### src/rtl/adc_seq_pkg.sv
// adc_seq_pkg: shared state encoding and frame constants
// for the multi-channel ADC scan sequencer.
package adc_seq_pkg;

  typedef enum logic [2:0] {
    S_IDLE,
    S_CS_SETUP,
    S_SHIFT,
    S_CS_HOLD,
    S_GAP
  } state_e;

  localparam logic START_BIT = 1'b1;
  localparam logic SGL_BIT   = 1'b1;

  function automatic int frame_bits(input int addr_w, input int sample_w);
    return 3 + addr_w + sample_w;
  endfunction

endpackage

### src/rtl/adc_spi_frame.sv
// adc_spi_frame: one SPI mode-0 conversion frame with CS setup/hold
// and inter-frame gap; back-to-back frames chain from GAP.
module adc_spi_frame
  import adc_seq_pkg::*;
#(
  parameter int ADDR_W   = 3,
  parameter int SAMPLE_W = 12,
  parameter int CLK_DIV  = 25
) (
  input  logic                clk,
  input  logic                rst_n,
  input  logic                req_i,
  input  logic [ADDR_W-1:0]   addr_i,
  output logic                take_o,
  output logic                done_o,
  output logic [SAMPLE_W-1:0] result_o,
  output logic                busy_o,
  output logic                sclk_o,
  output logic                cs_n_o,
  output logic                mosi_o,
  input  logic                miso_i
);

  localparam int FB    = frame_bits(ADDR_W, SAMPLE_W);
  localparam int BIT_W = $clog2(FB);
  localparam int DIV_W = (CLK_DIV > 1) ? $clog2(CLK_DIV) : 1;

  state_e              state_q, state_d;
  logic [DIV_W-1:0]    div_q, div_d;
  logic [BIT_W-1:0]    bit_q, bit_d;
  logic [FB-1:0]       cmd_q, cmd_d;
  logic [SAMPLE_W-1:0] res_q, res_d;
  logic                sclk_q, sclk_d;
  logic                mosi_q, mosi_d;
  logic                div_end;
  logic [FB-1:0]       cmd_new;

  always_comb begin
    state_d = state_q;
    bit_d   = bit_q;
    cmd_d   = cmd_q;
    res_d   = res_q;
    sclk_d  = sclk_q;
    mosi_d  = mosi_q;
    take_o  = 1'b0;
    done_o  = 1'b0;
    div_end = div_q == DIV_W'(CLK_DIV - 1);
    div_d   = div_end ? '0 : div_q + 1'b1;
    cmd_new = {START_BIT, SGL_BIT, addr_i, {(SAMPLE_W + 1){1'b0}}};
    unique case (state_q)
      S_IDLE: begin
        div_d = '0;
        if (req_i) begin
          take_o  = 1'b1;
          cmd_d   = cmd_new;
          state_d = S_CS_SETUP;
        end
      end
      S_CS_SETUP: begin
        if (div_end) begin
          state_d = S_SHIFT;
          bit_d   = '0;
          mosi_d  = cmd_q[FB-1];
          cmd_d   = cmd_q << 1;
        end
      end
      S_SHIFT: begin
        if (div_end && !sclk_q) begin
          sclk_d = 1'b1;
          res_d  = {res_q[SAMPLE_W-2:0], miso_i};
        end else if (div_end) begin
          sclk_d = 1'b0;
          if (bit_q == BIT_W'(FB - 1)) begin
            state_d = S_CS_HOLD;
            mosi_d  = 1'b0;
          end else begin
            bit_d  = bit_q + 1'b1;
            mosi_d = cmd_q[FB-1];
            cmd_d  = cmd_q << 1;
          end
        end
      end
      S_CS_HOLD: begin
        if (div_end) begin
          done_o  = 1'b1;
          state_d = S_GAP;
        end
      end
      S_GAP: begin
        if (div_end && req_i) begin
          take_o  = 1'b1;
          cmd_d   = cmd_new;
          state_d = S_CS_SETUP;
        end else if (div_end) begin
          state_d = S_IDLE;
        end
      end
      default: state_d = S_IDLE;
    endcase
  end

  always_ff @(posedge clk) begin
    if (!rst_n) begin
      state_q <= S_IDLE;
      div_q   <= '0;
      bit_q   <= '0;
      cmd_q   <= '0;
      res_q   <= '0;
      sclk_q  <= 1'b0;
      mosi_q  <= 1'b0;
    end else begin
      state_q <= state_d;
      div_q   <= div_d;
      bit_q   <= bit_d;
      cmd_q   <= cmd_d;
      res_q   <= res_d;
      sclk_q  <= sclk_d;
      mosi_q  <= mosi_d;
    end
  end

  assign result_o = res_q;
  assign busy_o   = state_q != S_IDLE;
  assign sclk_o   = sclk_q;
  assign mosi_o   = mosi_q;
  assign cs_n_o   = !(state_q inside {S_CS_SETUP, S_SHIFT, S_CS_HOLD});

endmodule

### src/rtl/adc_scan_sequencer.sv
// adc_scan_sequencer: periodic masked scan of an MCP3208-class SPI ADC.
// ADC_TEST_PATTERN_EN adds test_mode_i, replacing results with per-channel ramps.
module adc_scan_sequencer
  import adc_seq_pkg::*;
#(
  parameter int NUM_CH        = 4,
  parameter int ADDR_W        = 3,
  parameter int SAMPLE_W      = 12,
  parameter int CLK_DIV       = 25,
  parameter int SAMPLE_PERIOD = 50000,
  localparam int CH_W = (NUM_CH > 1) ? $clog2(NUM_CH) : 1
) (
  input  logic                clk,
  input  logic                rst_n,
  input  logic                en_i,
  input  logic [NUM_CH-1:0]   ch_mask_i,
`ifdef ADC_TEST_PATTERN_EN
  input  logic                test_mode_i,
`endif
  output logic                adc_sclk_o,
  output logic                adc_cs_n_o,
  output logic                adc_mosi_o,
  input  logic                adc_miso_i,
  output logic [SAMPLE_W-1:0] sample_o,
  output logic [CH_W-1:0]     sample_ch_o,
  output logic                sample_valid_o,
  input  logic                sample_ready_i,
  output logic                busy_o,
  output logic                overrun_o,
  output logic                scan_late_o
);

  localparam int CNT_W = (SAMPLE_PERIOD > 1) ? $clog2(SAMPLE_PERIOD) : 1;

  logic [CNT_W-1:0]    cnt_q, cnt_d;
  logic                tick_q, tick_d;
  logic [NUM_CH-1:0]   pend_q, pend_d, pend_cur;
  logic [CH_W-1:0]     cur_ch_q, cur_ch_d, nxt_ch;
  logic [SAMPLE_W-1:0] sample_q, sample_d, frame_res, res_sel;
  logic [CH_W-1:0]     sch_q, sch_d;
  logic                valid_q, valid_d;
  logic                ovr_q, ovr_d;
  logic                late_q, late_d;
  logic                busy, req, take, done, scan_go, load;
  logic [ADDR_W-1:0]   addr;

  function automatic logic [CH_W-1:0] low_idx(input logic [NUM_CH-1:0] m);
    logic [CH_W-1:0] idx;
    idx = '0;
    for (int i = NUM_CH - 1; i >= 0; i--) begin
      if (m[i]) idx = CH_W'(i);
    end
    return idx;
  endfunction

  always_comb begin
    cnt_d  = '0;
    tick_d = 1'b0;
    if (en_i) begin
      tick_d = cnt_q == CNT_W'(SAMPLE_PERIOD - 1);
      cnt_d  = tick_d ? '0 : cnt_q + 1'b1;
    end
    // A fresh tick feeds the frame engine the same cycle it is seen.
    scan_go  = tick_q && en_i && !busy && (|ch_mask_i);
    pend_cur = scan_go ? ch_mask_i : pend_q;
    nxt_ch   = low_idx(pend_cur);
    addr     = ADDR_W'(nxt_ch);
    req      = en_i && (|pend_cur);
    pend_d   = en_i ? pend_cur : '0;
    cur_ch_d = cur_ch_q;
    if (take) begin
      pend_d[nxt_ch] = 1'b0;
      cur_ch_d       = nxt_ch;
    end
    late_d   = tick_q && busy;
    load     = done && (!valid_q || sample_ready_i);
    sample_d = sample_q;
    sch_d    = sch_q;
    valid_d  = valid_q;
    ovr_d    = 1'b0;
    if (load) begin
      sample_d = res_sel;
      sch_d    = cur_ch_q;
      valid_d  = 1'b1;
    end else if (done) begin
      ovr_d = 1'b1;
    end else if (valid_q && sample_ready_i) begin
      valid_d = 1'b0;
    end
  end

  always_ff @(posedge clk) begin
    if (!rst_n) begin
      cnt_q    <= '0;
      tick_q   <= 1'b0;
      pend_q   <= '0;
      cur_ch_q <= '0;
      sample_q <= '0;
      sch_q    <= '0;
      valid_q  <= 1'b0;
      ovr_q    <= 1'b0;
      late_q   <= 1'b0;
    end else begin
      cnt_q    <= cnt_d;
      tick_q   <= tick_d;
      pend_q   <= pend_d;
      cur_ch_q <= cur_ch_d;
      sample_q <= sample_d;
      sch_q    <= sch_d;
      valid_q  <= valid_d;
      ovr_q    <= ovr_d;
      late_q   <= late_d;
    end
  end

`ifdef ADC_TEST_PATTERN_EN
  logic [SAMPLE_W-1:0] ramp_q [NUM_CH];

  always_ff @(posedge clk) begin
    if (!rst_n) begin
      for (int i = 0; i < NUM_CH; i++) ramp_q[i] <= '0;
    end else if (load && test_mode_i) begin
      ramp_q[cur_ch_q] <= ramp_q[cur_ch_q] + 1'b1;
    end
  end

  assign res_sel = test_mode_i ? ramp_q[cur_ch_q] : frame_res;
`else
  assign res_sel = frame_res;
`endif

  adc_spi_frame #(
    .ADDR_W  (ADDR_W),
    .SAMPLE_W(SAMPLE_W),
    .CLK_DIV (CLK_DIV)
  ) u_frame (
    .clk     (clk),
    .rst_n   (rst_n),
    .req_i   (req),
    .addr_i  (addr),
    .take_o  (take),
    .done_o  (done),
    .result_o(frame_res),
    .busy_o  (busy),
    .sclk_o  (adc_sclk_o),
    .cs_n_o  (adc_cs_n_o),
    .mosi_o  (adc_mosi_o),
    .miso_i  (adc_miso_i)
  );

  assign sample_o       = sample_q;
  assign sample_ch_o    = sch_q;
  assign sample_valid_o = valid_q;
  assign busy_o         = busy;
  assign overrun_o      = ovr_q;
  assign scan_late_o    = late_q;

endmodule

### config.mk
export PLATFORM = sky130hd
export DESIGN_NAME = adc_scan_sequencer
export DESIGN_NICKNAME = d
export VERILOG_FILES = /design/src/rtl/adc_seq_pkg.sv /design/src/rtl/adc_spi_frame.sv /design/src/rtl/adc_scan_sequencer.sv
export SDC_FILE = /design/constraint.sdc
export NUM_CORES = 1
export LEC_CHECK = 0
export ABC_CLOCK_PERIOD_IN_PS = 3000
export BUFFER_PORTS_ARGS = -buffer_cell sky130_fd_sc_hd__clkbuf_2
export CELL_PAD_IN_SITES_DETAIL_PLACEMENT = 0
export CELL_PAD_IN_SITES_GLOBAL_PLACEMENT = 1
export CORE_MARGIN = 1.5
export CORE_UTILIZATION = 49
export DETAILED_ROUTE_END_ITERATION = 10
export PLACE_DENSITY_LB_ADDON = 0.1
export SETUP_SLACK_MARGIN = 0.1
export SLEW_MARGIN = 15
export SYNTH_ARGS = -nofsm -noshare
export SYNTH_HDL_FRONTEND = slang
export SYNTH_SLANG_ARGS = --single-unit
export TNS_END_PERCENT = 10
### constraint.sdc
create_clock -name clk -period 3 [get_ports clk]
set_clock_uncertainty 0.15 [all_clocks]
set_input_delay 0.6 -clock clk [delete_from_list [all_inputs] [get_ports clk]]
set_output_delay 0.6 -clock clk [all_outputs]
set_load 0.02 [all_outputs]
# Yosys cells after proc, flatten, opt, wreduce, memory -nomap -nowiden
# Index checks and enable logic that the tools add are counted.
[op_classes]
addsub = 3
mul = 0
div = 0
order_cmp = 2
n_eq_ne = 17
shifts = 0
muxes = 46
bitwise = 4
n_reduce_logical = 35
[ops]
columns = ["op", "count"]
rows = [
  ["18-bit 2-to-1 mux", 6],
  ["18-bit case mux with 4 select lines", 1],
  ["3-bit 2-to-1 mux", 8],
  ["5-bit 2-to-1 mux", 4],
  ["16-bit by 1-bit adder with 16-bit output, second input constant", 1],
  ["16-bit == test, second input constant", 1],
  ["1-bit 2-to-1 mux", 15],
  ["3-bit case mux with 5 select lines", 1],
  ["2-bit by 1-bit inequality test with 1-bit output, second input constant", 7],
  ["7-bit AND reduction", 2],
  ["4-bit 2-to-1 mux", 3],
  ["5-bit by 1-bit adder with 5-bit output, second input constant", 2],
  ["5-bit == test, second input constant", 2],
  ["1-bit logical AND", 10],
  ["5-bit case mux with 2 select lines", 1],
  ["2-bit 2-to-1 mux", 4],
  ["2-bit AND reduction", 4],
  ["4-bit OR reduction", 2],
  ["3-bit by 2-bit == test with 1-bit output, second input constant", 2],
  ["2-bit nonzero test", 3],
  ["3-bit nonzero test", 2],
  ["3-bit OR reduction", 2],
  ["5-bit AND reduction", 1],
  ["4-bit bitwise AND", 1],
  ["16 further kinds", 22],
]
[word_totals]
regBits = 85
latch_bits = 0
ram_bits = 0
romBits = 0
input_bits = 9
out_inout_bits = 21
wordCells = 123
mem_count = 0

# Longest topological paths before layout
# Gate-level depths: netlist of run 1.
[logic_depth]
depth_word = 16
mapped_depth = 8
depth_no_buf = 7

# Cells and area by module
# From an unflattened synthesis of run 1, not the netlist that was laid out.
[unflattened]
hier_cells = 381
area_unflattened_um2 = 3264.4
[modules_own_cells]
columns = ["module", "instances", "cells_per_inst", "area_each_um2", "seq_area_each_um2"]
rows = [
  ["adc_scan_sequencer", 1, 203, 1716.6, 800.8],
  ["adc_spi_frame", 1, 178, 1547.7, 640.6],
]

# Least setup slack after synthesis of run 1
# No wires, ideal clock.
[synth_timing]
kind = "input -> register"
from = "input port ch_mask_i[0]"
to = "register cur_ch_q[1]"
setup_ns = 0.070
arrival_ns = 1.721
t_required_ns = 2.780
setup_slack_ns = 1.059
stages = 6
n_path_buf = 1
path_cell_list = "o41ai_4 -> nand2_1 -> and4_1 -> clkbuf_1 -> nand2b_1 -> a21boi_1"
[synth_between]
elab_chain_cells = 8
elab_cells_between_ends = 13
cone_classes = "mux (8); reduce/logical (5)"
[synth_rtl]
columns = ["item", "line", "rtl"]
rows = [
  ["from (decl)", "adc_scan_sequencer.sv:16", "input logic [NUM_CH-1:0] ch_mask_i,"],
  ["4-bit OR reduction", "adc_scan_sequencer.sv:64", "scan_go = tick_q && en_i && !busy && (|ch_mask_i);"],
  ["1-bit logical AND", "adc_scan_sequencer.sv:64", ""],
  ["4-bit 2-to-1 mux (*)", "adc_scan_sequencer.sv:65", "pend_cur = scan_go ? ch_mask_i : pend_q;"],
  ["4-bit OR reduction", "adc_scan_sequencer.sv:68", "req = en_i && (|pend_cur);"],
  ["1-bit logical AND", "adc_scan_sequencer.sv:68", ""],
  ["1-bit logical AND", "adc_spi_frame.sv:90", "if (div_end && req_i) begin"],
  ["1-bit 2-to-1 mux", "adc_spi_frame.sv:90", ""],
  ["1-bit case mux with 2 select lines", "adc_spi_frame.sv:50", "unique case (state_q)"],
  ["to (signal assigned)", "adc_scan_sequencer.sv:107", "cur_ch_q <= cur_ch_d;"],
  ["to (decl)", "adc_scan_sequencer.sv:38", "logic [CH_W-1:0] cur_ch_q, cur_ch_d, nxt_ch;"],
]
# Every way passes the cells marked *; elsewhere a longest branch is shown, timed or not.
# A chain may end at the register's enable or synchronous reset.

# Worst setup path after layout of run 1
[layout_timing]
from = "register u_frame.state_q[2]"
to = "output port busy_o"
[layout_between]
elab_chain_cells = 1
[layout_rtl]
columns = ["item", "line", "rtl"]
rows = [
  ["from (decl)", "adc_spi_frame.sv:28", "state_e state_q, state_d;"],
  ["from (signal assigned)", "adc_spi_frame.sv:112", "state_q <= state_d;"],
  ["3-bit nonzero test", "adc_spi_frame.sv:123", "assign busy_o = state_q != S_IDLE;"],
  ["to (decl)", "adc_scan_sequencer.sv:28", "output logic busy_o,"],
]
# Every way passes these cells.

==> results of run 1 <==
## cells by family after synthesis
kind of cell | synth area share (%)
simple gates | 25.4
fa+ha+maj | 1.88
mux | 9.72
flops | 43.4
compound gates | 10.6
buf+inv | 3.47
xor+xnor | 5.54
## critical path: stages, from the launching register on
cell,delay [ns]
dfxtp_1,0.86
nor3_2,0.13
inv_2,0.14
clkbuf_2,0.18
## cells in the mapped netlist, types with 3 or more instances
| cell type | count | area [sq um] |
|---|---|---|
| nand3_1 | 16 | 80.1 |
| xnor2_1 | 9 | 78.8 |
| nand2b_1 | 3 | 18.8 |
| and3_1 | 5 | 31.3 |
| xor2_1 | 12 | 105 |
| dfxtp_1 | 72 | 1440 |
| mux2i_1 | 30 | 300 |
| clkbuf_1 | 9 | 33.8 |
| o21a_1 | 4 | 30.0 |
| and4_1 | 4 | 35.0 |
| nor2_1 | 37 | 139 |
| inv_1 | 7 | 26.3 |
| nand2_1 | 18 | 67.6 |
| nand4_1 | 5 | 31.3 |
| a211oi_1 | 3 | 22.5 |
| nor2b_1 | 31 | 194 |
| o31ai_1 | 3 | 22.5 |
| ha_1 | 5 | 62.6 |
| o21bai_1 | 4 | 30.0 |
| o21ai_1 | 3 | 15.0 |
| o21ai_0 | 7 | 35.0 |
## per-layer routing
layer  share of wire [%]  wire length (um)  global-route usage, %  vias to the layer above
li1                    -                 -                      -                     1227
met1                  48              2830                   22.1                     1095
met2                  46              2720                   28.8                       25
met3                 3.7               215                   4.86                        9
met4                 2.0               119                   8.80                        0
met5                   0                 0                      0                        -
## state kept, by name, indices dropped and copies added, names as in the netlist, 2 cells and up
| name | cells |
|---|---|
| u_frame.result_o | 12 |
| u_frame.cmd_q | 5 |
| sample_ch_o | 2 |
| u_frame.state_q | 3 |
| pend_q | 4 |
| cnt_q | 16 |
| sample_o | 12 |
| u_frame.div_q | 5 |
| cur_ch_q | 2 |
| u_frame.bit_q | 5 |
## how the worst max path moves through the flow
stage | startpoint | to | slack (ns) | cells after the start
2_1_floorplan | ch_mask_i[0] | cur_ch_q[1] | 1.06 | 6
3_3_place_gp | u_frame.state_q[2] | u_frame.cmd_q[13] | 0.86 | 6
3_5_place_dp | u_frame.state_q[2] | pend_q[2] | 0.78 | 5
4_1_cts | u_frame.state_q[2] | busy_o | 0.57 | 3
5_1_grt | u_frame.state_q[2] | busy_o | 0.44 | 3
6_report | u_frame.state_q[2] | busy_o | 0.58 | 3
## power by group through the flow
| stage | Clock [mW] | Combinational [mW] | Sequential, mW |
|---|---|---|---|
| finish | 0.706 | 0.0394 | 0.957 |
| global route | 0.777 | 0.0438 | 0.957 |
| CTS | 0.727 | 0.0406 | 0.957 |
| detailed placement | 0 | 0.0402 | 0.980 |
| global placement | 0 | 0.0402 | 0.980 |
| floorplan | 0 | 0.0250 | 0.979 |
## final cells by class
cell class / count / area, sq um
Fill cell: 588 / 2770
Multi-Input combinational cell: 240 / 1760
Inverter: 9 / 33.8
Sequential cell: 72 / 1440
Clock inverter: 6 / 42.5
Tap cell: 77 / 96.3
Timing Repair Buffer: 33 / 175
Clock buffer: 10 / 138
## per-stage QoR
step / total power [mW] / area, sq um / worst slack [ns] / utilization [%]
after detailed placement: 1.02 / 3510 / 0.782 / 54.3
after global routing: 1.78 / 3690 / 0.442 / 57.1
final: 1.70 / 3690 / 0.584 / 57.1
after CTS: 1.72 / 3690 / 0.573 / 57.1
after floorplan: 1.00 / 3320 / 1.06 / -
after global placement: 1.02 / 3510 / 0.860 / 54.3
==> metrics.md, run 1 <==
| Metric | Value |
|---|---|
| R2r worst-path depth | 6 |
| HP Start | u_frame.cmd_q[13] |
| Final critical-path required period | 2.42 ns |
| Post-CTS sizing | 0 |
| Port Buffers | 29 |
| Clk_lat worst skew | 0.35 ns |
| Chip width | 85.3 um |
| CTS tree | done |
| Post-Layout Cell Count | 447 |
| Share of cells above drive strength 1 | 18.1% |
| Antenna violations before repair | 0 |
| Synthesized flop and latch total | 72 |
| Clock share of power | 41.5% |
| Die area | 0.00728 sq mm |
| Violated checks | design-rule violations |
| Internal | 1.30 mW |
| Primary FF master, synth | dfxtp_1 |
| Post-synth EDFFs | 0 |
| Post-Route WL | 5880 um |
| Switch Pwr | 0.407 mW |
| DRT iter0 DRCs | 84 |
| Actual slew at the worst max-slew pin | 0.821 ns |
| YS warnings | 0 |
| Pleak | 1.24 nW |
| Power per cell area | 461 mW/mm^2 |
| GR Overflow Total | 0 |
| GRT Overall Usage | 17.9% |
| Final Slew Violations | 0 |
| Placed insts | 431 |
| Hold path cells | 2 |
| RSZ-0062 raised after global routing | false |
| Critical Path End Type | output pin |
| Syn Inst Count | 336 |
| Num rows | 29 |
| Status | finished with violations |
| Reg2Reg Launch Point | u_frame.state_q[2] |
| First-pass GRT wire length | 10400 um |
| Hold-fix buffers, CTS | 0 |
| Comb power frac | 2.3% |
| Setup Crit Path Kind | reg2out |
| Post-route DRC | 2 |
| Layout net count | 379 |
| Sw Ratio | 23.9% |
| FFs w/ async S/R, synth | 0% |
| Drt wl/cell | 13.2 um |
| Peak supply drop | 0.298 mV |
| Final hold violation count | 0 |
| FF-to-FF setup slack | 0.78 ns |
| CTS Buffer Depth | 2 |
| Clock slew at reported path FFs | 0.07 ns |
| Slew headroom | 45.2% |
| Clk root buf | clkbuf_8 |
| Sequential Power Share | 56.2% |
| WHS | 0.300 ns |
| Die Y | 85.3 um |
| Syn_nets | 350 |
| Crit-path max FO | 20 |
| Core footprint | 0.00646 sq mm |
| Post-Syn Area | 0.00332 sq mm |
| Placer congestion estimate | 0.811 |
| Initial Utilization | 51.4% |
| Post-route ant nets | 0 |
| FMAX | 414 MHz |
| Most frequent cells in the layout | dfxtp_1 (72), nor2_1 (37), nor2b_1 (31) |
| CTS Buf Count | 9 |
| Hold Path End | u_frame.cmd_q[13] |
| IO Count | 30 |
| Critical Path RT | 2.25 ns |
| Sequential fraction of the synthesis area | 43.4% |
| Antenna diodes | 0 |
| Period utilisation layout | 80.5% |
| Max cap viols | 0 |
| Post-CTS Setup Inserts | 0 |
| Worst Path Arrival | 1.67 ns |
| Vias in the first global route | 2287 |
| Final TNS setup | 0 ns |
| Area grow syn2layout | 11.2% |
| Synth cell types | 56 |
| Clk sinks | 72 |
| DRT Pass-1 Iters | 7 |
| Vias per inst | 5.27 |
| Syn avg cell area | 9.88 sq um |
| Commonest non-fill, non-tap cell in the layout | dfxtp_1 |
| Hold Crit Class | reg2reg |
| Crit Reg-Reg Endpoint | u_frame.cmd_q[13] |
| Final setup viols | 0 |
| Worst setup SP type | flip-flop |
| Pin count of the biggest net entering global routing | 53 |
| Htree depth | 3 |
| Post-DP HPWL | 3970 um |
| Vias after detailed routing | 2356 |
(Power assumes the default switching activity.)
==> inputs of run 2 (changes only) <==
--- a/config.mk
+++ b/config.mk
@@ -5,12 +5,12 @@
 export SDC_FILE = /design/constraint.sdc
 export NUM_CORES = 1
 export LEC_CHECK = 0
-export ABC_CLOCK_PERIOD_IN_PS = 3000
+export ABC_CLOCK_PERIOD_IN_PS = 2150
 export BUFFER_PORTS_ARGS = -buffer_cell sky130_fd_sc_hd__clkbuf_2
 export CELL_PAD_IN_SITES_DETAIL_PLACEMENT = 0
 export CELL_PAD_IN_SITES_GLOBAL_PLACEMENT = 1
 export CORE_MARGIN = 1.5
-export CORE_UTILIZATION = 49
+export CORE_UTILIZATION = 41
 export DETAILED_ROUTE_END_ITERATION = 10
 export PLACE_DENSITY_LB_ADDON = 0.1
 export SETUP_SLACK_MARGIN = 0.1
==> constraint.sdc (replaced) <==
create_clock -name clk -period 2.15 [get_ports clk]
set_clock_uncertainty 0.15 [all_clocks]
set_input_delay 0.43 -clock clk [delete_from_list [all_inputs] [get_ports clk]]
set_output_delay 0.43 -clock clk [all_outputs]
set_load 0.02 [all_outputs]
==> run 2 against run 1 <==
The run now ends clean. Routed wire length increased by 13%. Non-clock buffer count increased by 17. Clock power increased by 90%. Total power increased by 61%. First-iteration DRC count decreased by 17%. Largest cell class unchanged. Global-route usage decreased by 1.5 points. Sequential power increased by 39%. Die area increased by 19%. Sequential cell count unchanged. Via count increased by 4.4%. Combinational power increased by 59%. Critical endpoint is now u_frame.cmd_q[14].
==> metrics.md, run 2 (synthesis gave the netlist of run 1 again) <==
| Metric | Value |
|---|---|
| Worst setup SP type | flip-flop |
| Placed insts | 466 (+8.1%) |
| Final hold violation count | 0 (unchanged) |
| Vias after detailed routing | 2460 (+4.4%) |
| Final setup viols | 0 (unchanged) |
| Max cap viols | 0 (unchanged) |
| Placer congestion estimate | 0.704 (-13%) |
| Critical path buffers and inverters | 2 (unchanged) |
| Final critical-path required period | 1.99 ns |
| Port Buffers | 29 (unchanged) |
| Most frequent cells in the layout | dfxtp_1 (69), nor2_1 (37), nor2b_1 (31) |
| Peak supply drop | 0.287 mV (-3.7%) |
| Setup Crit Path Kind | reg2reg |
| GR Overflow Total | 0 (unchanged) |
| Sw Ratio | 21.5% (-2.4 points) |
| Area grow syn2layout | 22.1% |
| Switch Pwr | 0.588 mW (+45%) |
| Share of cells above drive strength 1 | 24.7% (+6.6 points) |
| CP max stage cell | o311ai_4 |
| Clock slew at reported path FFs | 0.08 ns (about the same) |
| Critical Path End Type | flip-flop |
| RSZ-0062 raised after global routing | true |
| Pin count of the biggest net entering global routing | 25 (-53%) |
| Layout net count | 398 (+5.0%) |
| Slowest cell delay on critical path | 0.36 ns (-0.50 ns) |
| Crit. path cell count | 7 (+4) |
| Antenna diodes | 0 (unchanged) |
| Htree depth | 3 (unchanged) |
| First-pass GRT wire length | 11400 um (+9.7%) |
| Vias in the first global route | 2439 (+6.6%) |
| Clock share of power | 48.9% (+7.4 points) |
| Sequential Power Share | 48.8% (-7.4 points) |
| Cell chain of the critical path | inv_1, ha_4, nand4b_4, buf_6, o311ai_4, nand4_4, o31ai_2 |
| Post-route ant nets | 0 (unchanged) |
| Power consumption | 2.73 mW (+61%) |
| Num rows | 32 (+10%) |
| Post-Place Worst Slack | 0.0898 ns (-0.692 ns) |
| Clk_lat worst skew | 0.34 ns (about the same) |
| Hold Crit Class | in2reg |
| Die Y | 93.0 um (+9.0%) |
| GRT Overall Usage | 16.3% (-1.5 points) |
| Internal | 2.15 mW (+66%) |
| Reg with most FFs | cnt_q |
| R2r worst-path depth | 7 (+1) |
| Vias per inst | 5.01 (-4.9%) |
| Top Family by Delay on Critical Path | compound AO/OA/AOI/OAI gates |
| Antenna violations before repair | 0 (unchanged) |
| Final setup margin | 0.164 ns (-0.420 ns) |
| Largest register FFs | 16 (unchanged) |
| Die area | 0.00865 sq mm (+19%) |
| Final Slew Violations | 0 (unchanged) |
| Initial Utilization | 42.7% (-8.7 points) |
| FMAX | 504 MHz |
| DRT Pass-1 Iters | 4 (-3) |
| Post-DP HPWL | 4290 um (+8.0%) |
| Crit-path max FO | 6 (-70%) |
| Slew headroom | 68.7% (+24 points) |
| Post-Route WL | 6620 um (+13%) |
| IO Count | 30 (unchanged) |
| Status | completed |
| CTS tree | done |
| CTS Buf Count | 9 (unchanged) |
| Chip width | 93.0 um (+9.0%) |
| Final TNS setup | 0 ns (unchanged) |
| Period utilisation layout | 92.4% |
| Critical Path RT | 2.26 ns (about the same) |
| Drt wl/cell | 13.5 um (+2.5%) |
| Core footprint | 0.00777 sq mm (+20%) |
| Post-route DRC | 0 (-2) |
| Clk sinks | 72 (unchanged) |
| Comb power frac | 2.3% (about the same) |
| Worst Path Arrival | 2.09 ns (+0.42 ns) |
| Pleak | 1.41 nW (+14%) |
| Actual slew at the worst max-slew pin | 0.465 ns (-0.356 ns) |
| Commonest non-fill, non-tap cell in the layout | dfxtp_1 |
| CTS Buffer Depth | 2 (unchanged) |
| DRT iter0 DRCs | 70 (-17%) |
| Clk root buf | clkbuf_8 |
| Power per cell area | 675 mW/mm^2 (+46%) |
| Hold path cells | 3 (+1) |
| Post-Layout Cell Count | 491 (+9.8%) |
## run 2: changes by cell type in the layout (fill, tap and decap cells not counted), sizes merged
cell	previous run	this run
bufinv	0	3
clkinvlp	2	1
nand4	6	7
clkinv	2	0
buf	4	20
nand4b	1	2
inv	11	12
## run 2: metrics by stage
| stage | hold WS, ns | util [%] | area [sq um] |
|---|---|---|---|
| floorplan | 0.276 | - | 3320 |
| finish | 0.218 | 52.2 | 4050 |
| detailed placement | 0.294 | 46.9 | 3640 |
| CTS | 0.191 | 50.1 | 3890 |
| global route | 0.248 | 52.2 | 4050 |
| global placement | 0.292 | 46.9 | 3640 |
## run 2: path summary, 6_finish.rpt
check	startpoint	to	slack, ns
max	u_frame.div_q[1]	u_frame.cmd_q[14]	0.16
min	adc_miso_i	u_frame.result_o[0]	0.22
max reg2reg	u_frame.div_q[1]	u_frame.cmd_q[14]	0.16
min reg2reg	u_frame.div_q[0]	u_frame.div_q[0]	0.30
## run 2: power groups by stage
stage / Clock, mW / Combinational (mW) / Sequential, mW
finish: 1.34 / 0.0628 / 1.33
floorplan: 0 / 0.0348 / 1.37
global route: 1.43 / 0.0698 / 1.34
CTS: 1.37 / 0.0613 / 1.34
detailed placement: 0 / 0.0610 / 1.37
global placement: 0 / 0.0609 / 1.37
## run 2: timing repair
action                                  in CTS  in global routing
hold buffers                                 0                  0
endpoints found under the setup margin       3                 32
pin swaps                                    0                  6
gates resized for setup                      1                 15
cloned                                       0                  3
setup buffers                                0                  6
## run 2: worst reg2reg max path: cells and delay by family (launching register included)
kind                       cells  cell delay, ns
adders and majority gates      1            0.16
and+or+nand+nor                2            0.37
AOI/OAI and AO/OA              2            0.61
buffers and inverters          2            0.28
DFF                            1            0.33
## run 2: layout make-up
| class | instances | area (sq um) |
|---|---|---|
| Fill cell | 759 | 3710 |
| Multi-Input combinational cell | 242 | 1840 |
| Sequential cell | 72 | 1450 |
| Timing Repair Buffer | 50 | 357 |
| Tap cell | 102 | 128 |
| Clock inverter | 7 | 126 |
| Clock buffer | 9 | 124 |
| Inverter | 9 | 33.8 |
## run 2: layer usage
metal,GRT usage (%),share of wire [%]
met5,0,0
met4,7.58,1.5
met3,3.41,2.8
met2,25.9,46
met1,21.3,50
